--- src/rtl/frame_cfg_writer.sv ---
// frame_cfg_writer: column configuration frame initiator.
// Takes a valid/ready stream of 32-bit words. Each frame is a header
// (sync FAB0, column, frame index) followed by one word per tile row.
// The writer assembles the rows into FrameData and then fires a one-cycle
// one-hot FrameStrobe.
// Optional feature macro: FRAME_CFG_PARITY_EN. When it is defined, every frame
// carries an XOR trailer word that is checked in a CHECK state before the strobe.
module frame_cfg_writer #(
  parameter int MaxFramesPerCol = 20,
  parameter int FrameBitsPerRow = 32,
  parameter int NumRows         = 16,
  parameter int ColumnID        = 0
) (
  input  logic                                 UserCLK,
  input  logic                                 resetn,
  input  logic [FrameBitsPerRow-1:0]           s_data,
  input  logic                                 s_valid,
  output logic                                 s_ready,
  input  logic                                 err_clr,
  output logic [NumRows*FrameBitsPerRow-1:0]   FrameData,
  output logic [MaxFramesPerCol-1:0]           FrameStrobe,
  output logic                                 busy,
  output logic [15:0]                          frames_written,
  output logic                                 err_sticky
);

  localparam logic [15:0] SyncWord = 16'hFAB0;
`ifdef FRAME_CFG_PARITY_EN
  localparam int SkipWords = NumRows + 1;
`else
  localparam int SkipWords = NumRows;
`endif
  localparam int RowW = $clog2(SkipWords + 1);

`ifdef FRAME_CFG_PARITY_EN
  typedef enum logic [2:0] {IDLE, DATA, SKIP, STROBE, CHECK} state_t;
`else
  typedef enum logic [1:0] {IDLE, DATA, SKIP, STROBE} state_t;
`endif

  state_t                      state_reg, state_next;
  logic [RowW-1:0]             row_cnt_reg, row_cnt_next;
  logic [7:0]                  index_reg, index_next;
  logic                        err_set;
  logic                        wr_en;
  logic                        accept;
  logic [FrameBitsPerRow-1:0]  row_reg [NumRows];
`ifdef FRAME_CFG_PARITY_EN
  logic [FrameBitsPerRow-1:0]  parity_reg, parity_next;
`endif

  // s_ready is a register that mirrors "not in STROBE", so accept is a clean AND.
  assign accept = s_valid & s_ready;

  // Next-state logic: header decode, row counting and error detection.
  always_comb begin
    state_next   = state_reg;
    row_cnt_next = row_cnt_reg;
    index_next   = index_reg;
    err_set      = 1'b0;
    wr_en        = 1'b0;
`ifdef FRAME_CFG_PARITY_EN
    parity_next  = parity_reg;
`endif
    case (state_reg)
      IDLE: begin
        if (accept) begin
          row_cnt_next = '0;
          if (s_data[31:16] != SyncWord) begin
            err_set = 1'b1;
          end else if (s_data[15:8] != 8'(ColumnID)) begin
            state_next = SKIP;
          end else if (int'(s_data[7:0]) >= MaxFramesPerCol) begin
            state_next = SKIP;
            err_set    = 1'b1;
          end else begin
            index_next = s_data[7:0];
            state_next = DATA;
`ifdef FRAME_CFG_PARITY_EN
            parity_next = '0;
`endif
          end
        end
      end
      DATA: begin
        if (accept) begin
          wr_en = 1'b1;
`ifdef FRAME_CFG_PARITY_EN
          parity_next = parity_reg ^ s_data;
`endif
          if (row_cnt_reg == RowW'(NumRows - 1)) begin
            row_cnt_next = '0;
`ifdef FRAME_CFG_PARITY_EN
            state_next   = CHECK;
`else
            state_next   = STROBE;
`endif
          end else begin
            row_cnt_next = row_cnt_reg + 1'b1;
          end
        end
      end
      SKIP: begin
        if (accept) begin
          if (row_cnt_reg == RowW'(SkipWords - 1)) begin
            row_cnt_next = '0;
            state_next   = IDLE;
          end else begin
            row_cnt_next = row_cnt_reg + 1'b1;
          end
        end
      end
`ifdef FRAME_CFG_PARITY_EN
      CHECK: begin
        if (accept) begin
          if (s_data == parity_reg) begin
            state_next = STROBE;
          end else begin
            state_next = IDLE;
            err_set    = 1'b1;
          end
        end
      end
`endif
      STROBE: state_next = IDLE;
      default: state_next = IDLE;
    endcase
  end

  // State register and all registered status outputs derived from the next state.
  always_ff @(posedge UserCLK) begin
    if (!resetn) begin
      state_reg      <= IDLE;
      row_cnt_reg    <= '0;
      index_reg      <= '0;
      s_ready        <= 1'b1;
      busy           <= 1'b0;
      FrameStrobe    <= '0;
      frames_written <= '0;
      err_sticky     <= 1'b0;
`ifdef FRAME_CFG_PARITY_EN
      parity_reg     <= '0;
`endif
    end else begin
      state_reg   <= state_next;
      row_cnt_reg <= row_cnt_next;
      index_reg   <= index_next;
      s_ready     <= (state_next != STROBE);
      busy        <= (state_next != IDLE);
      FrameStrobe <= (state_next == STROBE)
                     ? ({{(MaxFramesPerCol-1){1'b0}}, 1'b1} << index_next)
                     : '0;
      if (state_next == STROBE)
        frames_written <= frames_written + 16'd1;
      // A set event in the same cycle as err_clr keeps the flag set.
      if (err_set)
        err_sticky <= 1'b1;
      else if (err_clr)
        err_sticky <= 1'b0;
`ifdef FRAME_CFG_PARITY_EN
      parity_reg <= parity_next;
`endif
    end
  end

  // One register per row slice, loaded when the data word for that row arrives.
  for (genvar gi = 0; gi < NumRows; gi++) begin : g_row
    always_ff @(posedge UserCLK) begin
      if (!resetn)
        row_reg[gi] <= '0;
      else if (wr_en && row_cnt_reg == RowW'(gi))
        row_reg[gi] <= s_data;
    end
    assign FrameData[gi*FrameBitsPerRow +: FrameBitsPerRow] = row_reg[gi];
  end

endmodule

--- config.mk ---
export PLATFORM = sky130hd
export DESIGN_NAME = frame_cfg_writer
export DESIGN_NICKNAME = d
export VERILOG_FILES = /design/src/rtl/frame_cfg_writer.sv
export SDC_FILE = /design/constraint.sdc
export NUM_CORES = 1
export LEC_CHECK = 0
export CELL_PAD_IN_SITES_DETAIL_PLACEMENT = 1
export CELL_PAD_IN_SITES_GLOBAL_PLACEMENT = 2
export CORE_MARGIN = 4
export CORE_UTILIZATION = 30
export DETAILED_ROUTE_END_ITERATION = 12
export PLACE_DENSITY = 0.85
export SETUP_SLACK_MARGIN = 0.02
export SYNTH_ARGS = -nofsm -noshare
export SYNTH_HDL_FRONTEND = slang
export SYNTH_SLANG_ARGS = --single-unit
--- constraint.sdc ---
create_clock -name UserCLK -period 4.9 [get_ports UserCLK]
set_input_delay 1.225 -clock UserCLK [delete_from_list [all_inputs] [get_ports UserCLK]]
set_output_delay 1.225 -clock UserCLK [all_outputs]
set_load 0.02 [all_outputs]
# == Word-level counts from Yosys, hierarchy flattened ==
# Memory sizes are Yosys's and may differ from the RTL's.
# Index checks and enable logic that the tools add are counted.
# classes
n_addsub,2
order_cmp,1
n_eq_ne,23
shifts,1
n_mux,92
bitwise_logic,17
n_reduce_logical,25
# op_table
operator,n
2-to-1 mux 32 bit,16
2-to-1 mux 1 bit,58
"equality test 5 x 4 -> 1 bit, second input constant",8
2-to-1 mux 8 bit,5
"equality test 5 x 3 -> 1 bit, second input constant",4
"left shift 1 x 8 -> 20 bit, first input constant",1
"adder 16 x 1 -> 16 bit, second input constant",1
logical AND 1 bit,16
2-to-1 mux 2 bit,8
"!= test 16 bit, second input constant",1
OR 1 bit,16
2-to-1 mux 5 bit,3
"equality test 5 x 2 -> 1 bit, second input constant",2
one-hot mux 5 bit (2 select lines),1
"greater-or-equal comparator 8 x 5 -> 1 bit, second input constant",1
one-hot mux 2 bit (4 select lines),1
nonzero test 8 bit,1
"equality test 2 bit, second input constant",3
nonzero test 2 bit,3
"adder 5 x 1 -> 5 bit, second input constant",1
"equality test 5 x 1 -> 1 bit, second input constant",1
logical NOT 5 bit,1
"!= test 2 bit, second input constant",2
AND reduction 3 bit,1
6 further kinds,6
# totals
ff_bits,54
mem_bits_rw,512
output_inout_bits,551
memories,1
# memory_table
memory,depth,width,rd,rd_clocked_by_memory_dff,wr,line,text
row_reg,16,32,16,0,16,47,logic [FrameBitsPerRow-1:0] row_reg [NumRows];

# == Logic depth before layout (Yosys ltp) ==
# logic_depth
depth_word,8
ltp_mapped,9
ltp_nobuf,7

# == Worst setup path before layout ==
# Ideal clock, no wire load.
# synth_timing
kind,input-to-reg
startpoint,input s_valid
endpoint,"memory row_reg[3][4], in the netlist row_reg[0][100], enable pin"
setup_time_ns,0.466
t_arrival_ns,4.306
required_time_ns,4.434
slack_ns,0.128
stages,4
n_path_buf,1
cell_sequence,nand2_1 or4b_1 clkbuf_1 o21ai_0
# synth_rtl
element,line,text
"start, declared",17,"input logic s_valid,"
"end, declared",47,

# == Worst setup path after layout ==
# layout_timing
startpoint,input s_data[21]
endpoint,register FrameStrobe[17]
# layout_via
elab_chain_cells,6
word_cells_on_any_way,10
cone_classes,eq/ne: 2; shift: 1; mux: 6; reduce/logical: 1
# layout_rtl
element,line,text
"start, declared",16,"input logic [FrameBitsPerRow-1:0] s_data,"
!= test 16 bit *,69,if (s_data[31:16] != SyncWord) begin
2-to-1 mux 2 bit,69,
2-to-1 mux 2 bit,67,if (accept) begin
one-hot mux 2 bit (4 select lines),65,case (state_reg)
equality test 2 bit,150,FrameStrobe <= (state_next == STROBE)
AND reduction 2 bit (no line),--,
"end signal, assigned",150,
"end, declared",21,"output logic [MaxFramesPerCol-1:0] FrameStrobe,"
# Every way passes the cells marked *; elsewhere a longest branch is shown, timed or not.
# A chain may end at the register's enable or synchronous reset.

==> impl_results.md <==
* Yosys warnings at 0
* Nets at 2,118
* Hpwl dp at around 56,000 um
* Power per Cell Area at 344 nW/um^2
* Mapped cell area at 21,800 um^2
* Worst R2R End: frames_written[12]
* Synth Flop Type: edfxtp_1
* Synthesized-area fraction occupied by xor and xnor cells at 0%
* Gr usage total at roughly 20%
* Clock Pin Slew Worst Setup and Hold Paths at roughly 60 ps
* End point of the worst hold path: frames_written[15]
* Synth top area cells: edfxtp_1 71%, and2_1 15%, dfxtp_1 5.0%
* Post-route minimum period at around 4000 ps
* H-tree levels at 2
* Cts hold-fix bufs at 0
* Setup Skew at approximately 20 ps
* Adder-cell share of the synthesized area at less than 1%
* Slew headroom at 41.5%
* Max Clk Rate at 0.257 GHz
* Leak pwr at around 11 nW
* Antenna violations before repair at 7
* Syn Inst Count at roughly 1.5k
* # IOs at around 590
* Die extent in y at ~280 um
* Post-CTS Resized at 0
* Number of global-route vias before repair at between 15k and 20k
* Critical path origin: s_data[21]
* Vias at around 14k
* Final Slew Violations at 0
* Slew @ Worst Pin at 877 ps
* Async SR Flop Fraction at 0%
* DRT iter0 DRCs at about 1.1k
* Setup CP Type: primary input to flip-flop
* PnR worst setup slack at a little over 1000 ps
* Clk Latency, worst-skew pair at ~610 ps
* CP max FO at 17
* Die ar. at roughly 77,000 um^2
* Port buffer count at around 590
* Core Area at slightly above 70,000 um^2
* Max reg flops at 512
* Largest net degree at the start of global routing at 53
* Synth area leader: edfxtp_1
* Synth top area share at between 70% and 80%
* Worst r2r src: row_cnt_reg[0]
* TNS Setup at 0 ps
* First-pass iteration count of the detailed router at 5
* CTS tree: done
* RSZ-0062 raised after global routing: false
* Fin area at around 31,000 um^2
* Total CTS buffers at 60
* Final worst path period share at 79.3%
* GPL Wtd Cong at 0.815
* Area delta synth->final at 42.2%
* GR Overflow Total at 0
* Compound-gate portion of the synthesized area at 1.87%
* Main combinational cell family by area after synthesis: simple AND/OR/NAND/NOR gates
* Final hold vios at 0
* CTS Root Buffer Type: clkbuf_16
* Peak VDD IR at 0.000300 V
* Share of layout cells above drive strength 1 at ~9.1%
* Core Rows at a little under 100
* DP Worst Slack at 528 ps
* DIE WIDTH at 278 um
* Final ANT Viol Nets at 0
* Clock Sinks at ~570
* Hold Startpoint: frames_written[15]
* EDFF count, synth at about 500
* Register area share after synthesis at between 70% and 80%
* Starting density of the core at between 30 and 40%
* R2R setup slack at between 2000 and 2500 ps
* Drt wl/cell at roughly 26 um
* Final Non-Filler Cells at slightly above 3k
* Clock Path Buffers at 3
* DRC at 0
* Crit path DAT at 4350 ps
* Final WL at 81,000 um
* PnR Total Power at between 10 and 15 mW
* Hold WS at between 400 and 500 ps
* Avg Inst Size Synth at between 10 and 15 um^2
* Min-delay worst type: flip-flop to flip-flop
* Startpoint Class: primary input
* Commonest cells in the netlist: 515 x and2_1, 512 x edfxtp_1, 96 x clkbuf_1
* Cell with the most instances after synthesis: and2_1
* Inst Count DP at 2,961
* Simple logic cell fraction of the synthesized area at between 15 and 20%
* Final setup viols at 0
* Vias per Instance at roughly 4.7
* Crit. End Element: flip-flop
* Post-synthesis mux area share at less than 1%
* Postcts setup bufs at 0
* Outcome: complete, no violations
* Max-cap violations at 0
* Fin util at ~43%
* Syn nets at approximately 1.5k
* Global-route wire length before repair at approximately 110,000 um
* Worst Path Required at between 5000 and 6000 ps
* Cell variety after synth at 55
* R2R cell count at 6
* Fillers at roughly 7.3k
* FF+latch count, synth at between 500 and 600
* Placed cell areas at a little under 30,000 um^2
* Worst hold path depth at 2
==> critical path, stage by stage <==
cell and delay (ps):
clkdlybuf4s50_1 450, buf_4 230, nor4bb_1 390, nand4_1 350, buf_4 300, or3_1 680, a31oi_1 580, nor3_1 130
==> power breakdown <==
group          switching, mW  total (mW)  internal [mW]
logic                  0.558       0.887          0.329
registers             0.0627        5.47           5.41
clock network           1.90        4.32           2.42
==> logic make-up after synthesis <==
group,after synthesis
AND/OR/NAND/NOR,690
flip-flops,566
buffers and inverters,109
AO/OA/AOI/OAI,65
multiplexers,19
adder cells (fa/ha/maj),9
==> cell usage in the layout (no fill, tap or decap), types with 10 or more instances in the layout <==
cell type / count
clkdlybuf4s50_1: 584
and2_1: 515
edfxtp_1: 512
buf_4: 68
clkbuf_16: 61
dfxtp_1: 54
nand2_1: 39
nor2_1: 23
nand2b_1: 22
mux2i_1: 18
a21oi_1: 17
o21ai_4: 16
nor2_2: 16
nor3_1: 16
clkinv_1: 15
clkinv_2: 10
==> layer usage <==
| layer | up-vias | track usage (%) | part of all wire (%) |
|---|---|---|---|
| met5 | - | 0 | 0.016 |
| met3 | 121 | 4.82 | 6.7 |
| met2 | 586 | 37.4 | 52 |
| met4 | 2 | 5.91 | 3.1 |
| li1 | 6298 | - | - |
| met1 | 7485 | 23.5 | 38 |
==> how the worst max path moves through the flow <==
stage | endpoint | slack (ps) | cells past startpoint
after floorplan | row_reg[0][100] | 130 | 4
after CTS | FrameStrobe[16] | 1070 | 8
after global placement | FrameStrobe[19] | 600 | 8
after global routing | FrameStrobe[17] | 870 | 8
after detailed placement | FrameStrobe[16] | 530 | 8
final | FrameStrobe[17] | 1010 | 8
==> layout make-up <==
| class | count | area [um^2] | area share, % |
|---|---|---|---|
| antenna | 2 | 5.00 | 0.0161 |
| clock inverter | 34 | 256 | 0.828 |
| multi-input combinational | 783 | 5130 | 16.6 |
| timing repair buffer | 654 | 6370 | 20.5 |
| sequential | 566 | 16500 | 53.1 |
| clock buffer | 70 | 1560 | 5.03 |
| inverter | 8 | 30.0 | 0.0969 |
| tap | 950 | 1190 | 3.83 |
Note: power is estimated with default switching activity, not from simulation.
